<file path="config.mk">
export PLATFORM = sky130hd
export DESIGN_NAME = i2s_clkgen
export DESIGN_NICKNAME = d
export VERILOG_FILES = /design/src/rtl/i2s_clkgen.sv
export SDC_FILE = /design/constraint.sdc
export NUM_CORES = 1
export LEC_CHECK = 0
export ABC_CLOCK_PERIOD_IN_PS = 3900
export BUFFER_PORTS_ARGS = -buffer_cell sky130_fd_sc_hd__clkbuf_2
export CAP_MARGIN = 20
export CORE_UTILIZATION = 35
export DETAILED_ROUTE_END_ITERATION = 10
export PLACE_DENSITY = 0.63
export SETUP_SLACK_MARGIN = 0.3
export SYNTH_ARGS = -nofsm -noshare
export SYNTH_HDL_FRONTEND = slang
export SYNTH_SLANG_ARGS = --single-unit
export TNS_END_PERCENT = 50
</file>
<file path="constraint.sdc">
create_clock -name clk_ref -period 3.9 [get_ports clk_ref]
set_input_delay 0.39 -clock clk_ref [delete_from_list [all_inputs] [get_ports clk_ref]]
set_output_delay 0.39 -clock clk_ref [all_outputs]
set_load 0.02 [all_outputs]
</file>
<file path="src/rtl/i2s_clkgen.sv">
// i2s_clkgen: BCLK / WS / frame-timing generator for I2S, left-justified and DSP/TDM framing.
// Optional feature: define I2S_CLKGEN_MCLK_EN to build the free-running mclk output.
module i2s_clkgen #(
  parameter int unsigned SLOT_BITS   = 24,
  parameter int unsigned NUM_SLOTS   = 2,
  parameter int unsigned DIV_DEFAULT = 24,
  parameter int unsigned MCLK_DIV    = 4
) (
  input  logic                         clk_ref,
  input  logic                         reset,
  input  logic                         en,
  input  logic [1:0]                   fmt,
  input  logic [15:0]                  div_half,
  output logic                         bclk,
  output logic                         ws,
  output logic                         bclk_fall,
  output logic                         bclk_rise,
  output logic                         frame_start,
  output logic [$clog2(NUM_SLOTS)-1:0] slot_idx,
  output logic [$clog2(SLOT_BITS)-1:0] bit_idx
`ifdef I2S_CLKGEN_MCLK_EN
  ,
  output logic                         mclk
`endif
);

  localparam int unsigned SW = $clog2(NUM_SLOTS);
  localparam int unsigned BW = $clog2(SLOT_BITS);

  localparam logic [SW-1:0] LAST_SLOT = SW'(NUM_SLOTS - 1);
  localparam logic [SW-1:0] HALF_SLOT = SW'(NUM_SLOTS / 2);
  localparam logic [BW-1:0] TOP_BIT   = BW'(SLOT_BITS - 1);
  localparam logic [15:0]   DIV_RST   = (DIV_DEFAULT == 0) ? 16'd1 : 16'(DIV_DEFAULT);

  typedef enum logic [1:0] {
    FMT_I2S  = 2'd0,
    FMT_LJ   = 2'd1,
    FMT_DSP  = 2'd2,
    FMT_RSVD = 2'd3
  } fmt_e;

  if (SLOT_BITS < 2 || SLOT_BITS > 32 || NUM_SLOTS < 2 || NUM_SLOTS > 16 ||
      (NUM_SLOTS % 2) != 0 || MCLK_DIV < 1) begin : g_param_check
    $error("i2s_clkgen: parameter out of range");
  end

  logic [15:0]   ph_q, ph_d;
  logic [15:0]   div_q, div_d;
  logic          bclk_q, bclk_d;
  logic          ws_q, ws_d;
  logic          rise_q, rise_d;
  logic          fall_q, fall_d;
  logic          fs_q, fs_d;
  logic [SW-1:0] slot_q, slot_d;
  logic [BW-1:0] bit_q, bit_d;
  logic [SW-1:0] nxt_slot;

  always_comb begin
    ph_d     = ph_q;
    div_d    = div_q;
    bclk_d   = bclk_q;
    ws_d     = ws_q;
    rise_d   = 1'b0;
    fall_d   = 1'b0;
    fs_d     = 1'b0;
    slot_d   = slot_q;
    bit_d    = bit_q;
    nxt_slot = '0;

    if (!en) begin
      // Position and divider are frozen; the phase restarts so resume begins a fresh half-period.
      ph_d   = '0;
      bclk_d = 1'b0;
      ws_d   = 1'b0;
    end else if (ph_q == div_q - 16'd1) begin
      ph_d   = '0;
      bclk_d = ~bclk_q;
      if (!bclk_q) begin
        rise_d = 1'b1;
      end else begin
        fall_d = 1'b1;
        if (bit_q == '0) begin
          bit_d = TOP_BIT;
          if (slot_q == LAST_SLOT) begin
            slot_d = '0;
            fs_d   = 1'b1;
            div_d  = (div_half == 16'd0) ? 16'd1 : div_half;
          end else begin
            slot_d = slot_q + SW'(1);
          end
        end else begin
          bit_d = bit_q - BW'(1);
        end

        // ws is registered alongside the new position; I2S looks one bit ahead.
        if (bit_d == '0) nxt_slot = (slot_d == LAST_SLOT) ? '0 : slot_d + SW'(1);
        else             nxt_slot = slot_d;

        case (fmt_e'(fmt))
          FMT_LJ:  ws_d = (slot_d < HALF_SLOT);
          FMT_DSP: ws_d = (slot_d == LAST_SLOT) && (bit_d == '0);
          default: ws_d = (nxt_slot >= HALF_SLOT);
        endcase
      end
    end else begin
      ph_d = ph_q + 16'd1;
    end
  end

  always_ff @(posedge clk_ref) begin
    if (reset) begin
      ph_q   <= '0;
      div_q  <= DIV_RST;
      bclk_q <= 1'b0;
      ws_q   <= 1'b0;
      rise_q <= 1'b0;
      fall_q <= 1'b0;
      fs_q   <= 1'b0;
      slot_q <= LAST_SLOT;
      bit_q  <= '0;
    end else begin
      ph_q   <= ph_d;
      div_q  <= div_d;
      bclk_q <= bclk_d;
      ws_q   <= ws_d;
      rise_q <= rise_d;
      fall_q <= fall_d;
      fs_q   <= fs_d;
      slot_q <= slot_d;
      bit_q  <= bit_d;
    end
  end

  assign bclk        = bclk_q;
  assign ws          = ws_q;
  assign bclk_rise   = rise_q;
  assign bclk_fall   = fall_q;
  assign frame_start = fs_q;
  assign slot_idx    = slot_q;
  assign bit_idx     = bit_q;

`ifdef I2S_CLKGEN_MCLK_EN
  localparam logic [15:0] MCLK_LAST = 16'(MCLK_DIV - 1);

  logic [15:0] mcnt_q, mcnt_d;
  logic        mclk_q, mclk_d;

  always_comb begin
    mcnt_d = mcnt_q + 16'd1;
    mclk_d = mclk_q;
    if (mcnt_q == MCLK_LAST) begin
      mcnt_d = '0;
      mclk_d = ~mclk_q;
    end
  end

  always_ff @(posedge clk_ref) begin
    if (reset) begin
      mcnt_q <= '0;
      mclk_q <= 1'b0;
    end else begin
      mcnt_q <= mcnt_d;
      mclk_q <= mclk_d;
    end
  end

  assign mclk = mclk_q;
`endif

endmodule

</file>
==> impl_metrics.env, run 1 <==
export IMPL_cp_arrival_ns=3.24
export IMPL_postLayoutCellArea_um2=2730
export IMPL_startpoint_type="flip-flop"
export IMPL_drv_slew=0
export IMPL_grt_max_degree=26
export IMPL_clockPowerShare_pct=39.4
export IMPL_fmaxAchievable_ghz=0.325
export IMPL_ys_types=48
export IMPL_postCtsSetupRepairBufs=0
export IMPL_clkLatencyLatePin_ns=0.29
export IMPL_power_uw=776
export IMPL_die_y_um=84.9
export IMPL_finalCritPeriodShare_pct=79.0
export IMPL_holdBufCountCts=0
export IMPL_clk_pin_slew_worst_paths_ns=0.07
export IMPL_avgRoutedWirePerCell_um=12.6
export IMPL_yosysTopAreaCell="dfxtp_1"
export IMPL_p_int_uw=613
export IMPL_fin_hold_ws_ns=0.343
export IMPL_leakage_uw=0.00117
export IMPL_synth_async_sr_flop_share_pct=0
export IMPL_power_switching_uw=163
export IMPL_crit_path_end_kind="flip-flop"
export IMPL_drt_total_wl_mm=4.86
export IMPL_hp_class="in -> reg"
export IMPL_place_area_um2=2630
export IMPL_ys_flop_type="dfxtp_1"
export IMPL_die_x_um=84.9
export IMPL_max_slew_margin_pct=50.2
export IMPL_switching_share_pct=21.0
export IMPL_worst_slew_pin_slew_ns=0.741
export IMPL_finalSetupTns_ns=0
export IMPL_seq_power_share_pct=56.8
export IMPL_dp_hpwl_mm=3.75
export IMPL_cap_violations=0
export IMPL_drc=2
export IMPL_place_gp_congestion=0.798
export IMPL_synth_area_top_cells="dfxtp_1, xnor2_1, nor2_1, xor2_1, mux2i_1"
export IMPL_synth_edff_count=0
export IMPL_core_area_um2=6490
export IMPL_vdd_drop_max_uv=175
export IMPL_die_area_um2=7210
export IMPL_vias_per_cell=5.14
export IMPL_cts_sinks=43
export IMPL_rows=29
export IMPL_io_buffers=31
export IMPL_start_util_pct=37.1
export IMPL_clock_skew_ns=0.00323
export IMPL_critical_path_top_delay_family="simple AND/OR/NAND/NOR gates"
export IMPL_violations="DRC"
export IMPL_path_cells="inv_1 > ha_1 > or4b_1 > or3_1 > xnor2_1 > a2111oi_2 > nand4_1 > buf_4 > a311oi_2 > a211oi_2"
export IMPL_cts_buffer_depth=2
export IMPL_cts_root_buf="clkbuf_8"
export IMPL_antenna_left=0
export IMPL_grt_overflow=0
export IMPL_cts_tree="yes"
export IMPL_crit_fanout=20
export IMPL_power_density_nw_per_um2=285
export IMPL_cts_buffers=5
export IMPL_first_pass_iters=7
export IMPL_ctsResizeCount=0
export IMPL_io_pins=32
export IMPL_antenna_found_initial=0
export IMPL_worst_path_max_delay_cell="or4b_1"
export IMPL_cts_max_level=2
export IMPL_criticalPathCategory="reg -> reg"
export IMPL_outcome="finished, violations left"
export IMPL_yosys_warnings=0
export IMPL_netlist_area_leader_share_pct=35.8
export IMPL_finish_net_count=337
export IMPL_syn_area_per_cell_um2=8.72
export IMPL_layout_drive_gt1_share_pct=16.5
export IMPL_n_antenna_cell=0
export IMPL_grt_pass1_wl_mm=8.56
export IMPL_utilization_pct=42.0
export IMPL_drtIter0Drc=95
export IMPL_rsz0062_at_grt="no"
export IMPL_num_vias=1983
export IMPL_cp_slowest_stage_delay_ns=0.51
export IMPL_ys_seq_area_share_pct=35.8
export IMPL_grt_pass1_vias=1920
export IMPL_areaGrowthSynthToFinish_pct=13.3
export IMPL_cp_buffers_inverters=2
export IMPL_synthCells=276
export IMPL_period_needed_ns=3.08
export IMPL_syn_area_um2=2410
export IMPL_synth_nets=305
export IMPL_hold_viol_final=0
export IMPL_crit_required_ns=4.06
export IMPL_setup_violations=0
export IMPL_ys_ff_latch=43
export IMPL_track_usage_pct=14.8
export IMPL_comb_power_share_pct=3.7
## tightest hold or removal path, cell delays in order
cell      delay, ns
clkbuf_2       0.09
mux2i_1        0.05
nor2_1         0.07
## synthesized netlist by cell type (all sizes together), types with 4 or more instances
cell type and number:
a21oi 10, nand4 7, dfxtp 43, nand3 16, o21ai 4, nor4 7
and2 4, nand2 9, xor2 18, nor3 12, buf 4, mux2i 14
a21o 5, nor2 44, inv 12, and3 5, clkbuf 4, xnor2 19
ha 8
## flip-flops by register name, summed over array words and instances (netlist names)
name and cells:
bclk 1, bclk_fall 1, bclk_rise 1, bit_idx 5, div_q 16, frame_start 1, ph_q 16, slot_idx 1
ws 1
## routing by layer
| layer | up-vias | GRT usage (%) | share of wire [%] |
|---|---|---|---|
| met5 | - | 0 | 0 |
| met4 | 0 | 4.62 | 1.2 |
| met3 | 6 | 3.21 | 2.8 |
| met2 | 29 | 25.4 | 48 |
| met1 | 915 | 18.6 | 48 |
| li1 | 1033 | - | - |
## cells by family (layout without fill, tap and decap cells)
family,count (synthesis),count (layout),share of synthesized area [%]
AND/OR/NAND/NOR,120,120,26.3
flip-flops,43,43,35.8
XOR/XNOR,37,37,13.5
AO/OA/AOI/OAI,34,34,10.7
buffers and inverters,20,53,3.79
multiplexers,14,14,5.82
adder cells (fa/ha/maj),8,8,4.16
## power groups by stage
stage	clock network (µW)	logic [µW]	registers, µW
floorplan	0	14.8	451
global placement	0	28.9	452
finish	306	28.9	441
CTS	319	29.5	441
global route	339	33.4	441
detailed placement	0	29.3	452
## cell type report
| class | count | area, µm² |
|---|---|---|
| tap | 77 | 96.3 |
| fill | 665 | 3770 |
| multi-input combinational | 213 | 1460 |
| clock buffer | 8 | 100 |
| sequential | 43 | 861 |
| timing repair buffer | 33 | 170 |
| inverter | 12 | 45.0 |
## through the flow
stage	instances	setup WS, ns
after CTS	386	0.841
after floorplan	276	1.13
after global placement	378	0.967
after global routing	386	0.649
final	386	0.820
after detailed placement	378	0.865
## placed cells by master (no fill, tap or decap), types with 7 or more instances in the layout
| master | count |
|---|---|
| nor2_1 | 44 |
| nand2_1 | 9 |
| ha_1 | 8 |
| clkbuf_2 | 31 |
| nand4_1 | 7 |
| inv_1 | 12 |
| xor2_1 | 18 |
| nand3_1 | 16 |
| mux2i_1 | 14 |
| nor3_1 | 11 |
| xnor2_1 | 19 |
| dfxtp_1 | 43 |
| a21oi_1 | 10 |
| clkbuf_8 | 7 |
## worst paths after layout
path | slack [ns] | endpoint | startpoint | depth (start not counted)
max reg2reg | 0.82 | div_q[0] | div_q[0] | 10
min reg2reg | 0.51 | ph_q[0] | ph_q[0] | 1
min | 0.34 | div_q[7] | div_half[7] | 3
max | 0.82 | div_q[0] | div_q[0] | 10
Note: power is estimated with default switching activity, not from simulation.
==> inputs of run 2 (changes only) <==
ABC_CLOCK_PERIOD_IN_PS = 2800   (was 3900)
PLACE_DENSITY = 0.65   (was 0.63)
clock period = 2.8 ns   (was 3.9 ns; I/O delays follow)
==> run 2 against run 1 <==
  * The run still ends with DRC left
  * Clock-buffer cell count did not move
  * Total power rose by 41%
  * Sequential power grew 39%
  * Die area unchanged
  * Cell count increased by 5.4%
  * Routed wire length up 13%
  * Global-route usage rose by 2.1 points
  * Critical path type unchanged
==> impl_metrics.env, run 2 (synthesis gave the netlist of run 1 again) <==
export IMPL_outcome="finished, violations left"
export IMPL_violations="DRC"
export IMPL_io_buffers=31
export IMPL_p_int_uw=856
export IMPL_comb_power_share_pct=4.2
export IMPL_r2r_end="div_q[9]"
export IMPL_startpoint="div_q[0]"
export IMPL_worst_slew_pin_slew_ns=0.765
export IMPL_hold_viol_final=0
export IMPL_antenna_found_initial=0
export IMPL_dp_hpwl_mm=3.76
export IMPL_core_area_um2=6490
export IMPL_place_area_um2=2690
export IMPL_startpoint_type="flip-flop"
export IMPL_crit_fanout=5
export IMPL_n_antenna_cell=0
export IMPL_grt_overflow=0
export IMPL_cp_arrival_ns=2.86
export IMPL_fmaxAchievable_ghz=0.372
export IMPL_rows=29
export IMPL_cts_buffer_depth=2
export IMPL_drc=5
export IMPL_drt_total_wl_mm=5.51
export IMPL_switching_share_pct=21.7
export IMPL_first_pass_iters=8
export IMPL_grt_max_degree=26
export IMPL_io_pins=32
export IMPL_r2r_cells=11
export IMPL_cts_sinks=43
export IMPL_power_switching_uw=237
export IMPL_areaGrowthSynthToFinish_pct=26.6
export IMPL_avgRoutedWirePerCell_um=13.5
export IMPL_finalSetupTns_ns=0
export IMPL_postLayoutCellArea_um2=3050
export IMPL_seq_power_share_pct=56.2
export IMPL_track_usage_pct=16.8
export IMPL_criticalPathCategory="reg -> reg"
export IMPL_clkLatencyLatePin_ns=0.30
export IMPL_die_x_um=84.9
export IMPL_start_util_pct=37.1
export IMPL_period_needed_ns=2.69
export IMPL_die_y_um=84.9
export IMPL_antenna_left=0
export IMPL_layout_common_cells="nor2_1, dfxtp_1, clkbuf_2"
export IMPL_finish_net_count=358
export IMPL_cts_buffers=5
export IMPL_power_density_nw_per_um2=359
export IMPL_cts_max_level=2
export IMPL_drv_slew=0
export IMPL_clk_pin_slew_worst_paths_ns=0.08
export IMPL_crit_required_ns=2.98
export IMPL_endpoint="div_q[9]"
export IMPL_final_common_cell="nor2_1"
export IMPL_setup_violations=0
export IMPL_reg2reg_from="div_q[0]"
export IMPL_crit_path_end_kind="flip-flop"
export IMPL_grt_pass1_vias=2050
export IMPL_utilization_pct=46.9
export IMPL_cts_root_buf="clkbuf_8"
export IMPL_max_slew_margin_pct=48.5
export IMPL_r2r_slack_ns=0.11
export IMPL_rsz0062_at_grt="yes"
export IMPL_finalCritPeriodShare_pct=96.0
export IMPL_cap_violations=0
export IMPL_num_vias=2093
export IMPL_vdd_drop_max_uv=224
export IMPL_place_gp_congestion=0.815
export IMPL_grt_pass1_wl_mm=9.60
export IMPL_layout_drive_gt1_share_pct=25.8
export IMPL_die_area_um2=7210
export IMPL_leakage_uw=0.00134
export IMPL_holdBufCountCts=0
export IMPL_clock_skew_ns=0.00408
export IMPL_place_ws_ns=0.0759
export IMPL_fin_hold_ws_ns=0.225
export IMPL_clockPowerShare_pct=39.7
export IMPL_vias_per_cell=5.14
export IMPL_drtIter0Drc=73
export IMPL_cts_tree="yes"
export IMPL_setup_ws_ns=0.113
export IMPL_hp_class="in -> reg"
-- run 2: cell count changes in the layout (fill, tap and decap cells not counted), sizes merged --
cell	delta
bufbuf	+2
a21o	+1
buf	+18
-- run 2: how the worst min path moves through the flow --
stage | endpoint | slack [ns] | start | depth (start not counted)
after floorplan | div_q[10] | 0.42 | div_half[10] | 2
after global placement | ph_q[0] | 0.48 | ph_q[0] | 1
after detailed placement | ph_q[0] | 0.49 | ph_q[0] | 1
after CTS | div_q[11] | 0.23 | div_half[11] | 3
after global routing | div_q[11] | 0.22 | div_half[11] | 3
final | div_q[15] | 0.23 | div_half[15] | 3
-- run 2: per-layer routing --
layer,track usage [%],wire length (µm),up-vias
met5,0,0,-
met2,29.4,2560,32
li1,-,-,1074
met4,6.47,80,0
met1,20.6,2690,980
met3,3.11,181,7
-- run 2: critical path: stages (launching register included) --
cell	delay, ns
dfxtp_2	0.33
inv_2	0.06
ha_4	0.13
or4b_4	0.47
or3_4	0.35
xnor2_2	0.15
a2111oi_4	0.23
nand4_1	0.15
buf_6	0.16
bufbuf_16	0.27
mux2i_1	0.19
nor2_1	0.06
-- run 2: what timing repair did --
action,4_1_cts,5_1_grt
endpoints found under the setup margin,40,43
buffers inserted,9,2
hold endpoints to repair,0,0
gates cloned,4,0
resized for setup,11,7
pin swaps,4,5
-- run 2: metrics by stage --
| stage | power (µW) | std cells |
|---|---|---|
| after floorplan | 649 | 276 |
| after global placement | 669 | 384 |
| after detailed placement | 670 | 384 |
| after CTS | 1100 | 405 |
| after global routing | 1130 | 407 |
| final | 1090 | 407 |
-- run 2: area by class of cell --
type                    count  area [µm²]
clock buffers               8         100
fillers                   613        3450
inverters                  12        45.0
multi-input cells         214        1550
flip-flops and latches     43         863
well taps                  77        96.3
repair buffers             53         390
-- run 2: power by group through the flow --
stage	Sequential [µW]	Combinational (µW)	Clock, µW
2_1_floorplan	628	20.6	0
3_3_place_gp	629	40.4	0
3_5_place_dp	629	41.2	0
4_1_cts	614	44.5	439
5_1_grt	615	51.7	468
6_report	614	45.4	433
==> inputs of run 3 (changes only) <==
CORE_UTILIZATION = 52   (was 35)
PLACE_DENSITY = 0.86   (was 0.65)
==> run 3 against run 2 <==
  * The run now ends clean
  * Routed wire length rose by 0.31%
  * Total power rose by 6.2%
  * Non-clock buffer count fell by 6
  * Clock skew rose by 0.0067 ns
  * Sequential cell count did not move
  * Cell count fell by 7.6%
  * Critical endpoint is now bit_idx[0]
  * Largest power group unchanged
==> impl_metrics.env, run 3 (synthesis gave the netlist of run 1 again) <==
export IMPL_outcome="finished, final reports clean"
export IMPL_drtIter0Drc=86
export IMPL_cp_slowest_stage_delay_ns=0.48
export IMPL_setup_violations=0
export IMPL_hold_viol_final=0
export IMPL_leakage_uw=0.00128
export IMPL_antenna_found_initial=0
export IMPL_drv_slew=0
export IMPL_rsz0062_at_grt="yes"
export IMPL_crit_path_end_kind="flip-flop"
export IMPL_fmaxAchievable_ghz=0.380
export IMPL_cp_buffers_inverters=3
export IMPL_critical_path_top_delay_family="simple AND/OR/NAND/NOR gates"
export IMPL_startpoint_type="flip-flop"
export IMPL_cp_common_cell="buf_4"
export IMPL_place_area_um2=2660
export IMPL_grt_max_degree=26
export IMPL_postLayoutCellArea_um2=2930
export IMPL_first_pass_iters=4
export IMPL_worst_slew_pin_slew_ns=0.673
export IMPL_place_gp_congestion=0.852
export IMPL_cts_buffer_depth=2
export IMPL_track_usage_pct=23.6
export IMPL_crit_required_ns=2.98
export IMPL_finalCritPeriodShare_pct=94.0
export IMPL_power_density_nw_per_um2=396
export IMPL_dp_cells=359
export IMPL_start_util_pct=54.5
export IMPL_cts_sinks=43
export IMPL_die_x_um=70.0
export IMPL_grt_overflow=0
export IMPL_vias_per_cell=5.69
export IMPL_clkLatencyLatePin_ns=0.31
export IMPL_io_pins=32
export IMPL_fin_hold_ws_ns=0.219
export IMPL_layout_drive_gt1_share_pct=24.7
export IMPL_clock_skew_ns=0.0108
export IMPL_crit_fanout=4
export IMPL_max_slew_margin_pct=54.5
export IMPL_areaGrowthSynthToFinish_pct=21.6
export IMPL_grt_pass1_vias=2096
export IMPL_grt_pass1_wl_mm=9.18
export IMPL_finalSetupTns_ns=0
export IMPL_cts_root_buf="clkbuf_8"
export IMPL_path_cells="inv_4 > ha_4 > or4b_4 > or3_4 > xnor2_2 > a2111oi_4 > buf_4 > buf_4 > nand4_1 > nor3_2 > a211oi_2"
export IMPL_n_antenna_cell=0
export IMPL_utilization_pct=66.3
export IMPL_cts_tree="yes"
export IMPL_worst_path_max_delay_cell="or4b_4"
export IMPL_fill_cells=339
export IMPL_die_area_um2=4910
export IMPL_cp_arrival_ns=2.81
export IMPL_vdd_drop_max_uv=298
export IMPL_antenna_left=0
export IMPL_avgRoutedWirePerCell_um=14.7
export IMPL_layout_common_cells="nor2_1, dfxtp_1, clkbuf_2"
export IMPL_cap_violations=0
export IMPL_dp_hpwl_mm=3.83
export IMPL_drc=0
export IMPL_final_common_cell="nor2_1"
export IMPL_criticalPathCategory="reg -> reg"
export IMPL_finish_net_count=352
export IMPL_hp_class="in -> reg"
export IMPL_core_area_um2=4410
export IMPL_cts_buffers=5
export IMPL_final_cells=376
export IMPL_clk_pin_slew_worst_paths_ns=0.08
export IMPL_io_buffers=31
export IMPL_num_vias=2139
export IMPL_drt_total_wl_mm=5.53
export IMPL_die_y_um=70.0
export IMPL_cts_max_level=2
export IMPL_holdBufCountCts=0
export IMPL_rows=24
export IMPL_period_needed_ns=2.63
-- run 3: where the power goes --
part | internal (µW) | switching (µW) | total, µW
registers | 611 | 1.86 | 613
clock network | 289 | 215 | 503
logic | 18.9 | 25.4 | 44.2
-- run 3: layer usage --
metal  vias to the layer above  part of all wire, %  GRT usage [%]
met2                        61                   50           42.1
met4                         0                  3.1           10.7
met1                       998                   43           26.4
met3                        19                  4.4           5.77
li1                       1061                    -              -
met5                         -                    0              0
-- run 3: cell type report --
type	count	area, µm²	area share (%)
Inverter	12	47.5	1.62
Tap cell	52	65.1	2.22
Clock inverter	2	35.0	1.20
Sequential cell	43	866	29.6
Clock buffer	6	82.6	2.82
Multi-Input combinational cell	214	1550	52.8
Timing Repair Buffer	47	287	9.79
-- run 3: final timing paths --
check / start / endpoint / slack [ns] / cells past startpoint
worst max-delay path: div_q[0] / bit_idx[0] / 0.17 / 11
worst min-delay path: div_half[12] / div_q[12] / 0.22 / 3
worst max register to register: div_q[0] / bit_idx[0] / 0.17 / 11
worst min register to register: ph_q[0] / ph_q[0] / 0.50 / 1
-- run 3: metrics by stage --
stage	power, µW	setup WS, ns
global placement	668	0.156
CTS	1170	0.164
floorplan	649	0.266
detailed placement	669	0.0546
finish	1160	0.167
global route	1200	0.0588
-- run 3: timing repair --
action	4_1_cts	5_1_grt
resized for setup	11	7
endpoints found under the setup margin	40	43
pin swaps	3	4
buffers inserted	7	1
cloned	0	1
-- run 3: tightest hold or removal path, cell delays in order --
cell and delay, ns:
clkbuf_2 0.09, mux2i_1 0.06, nor2_1 0.07
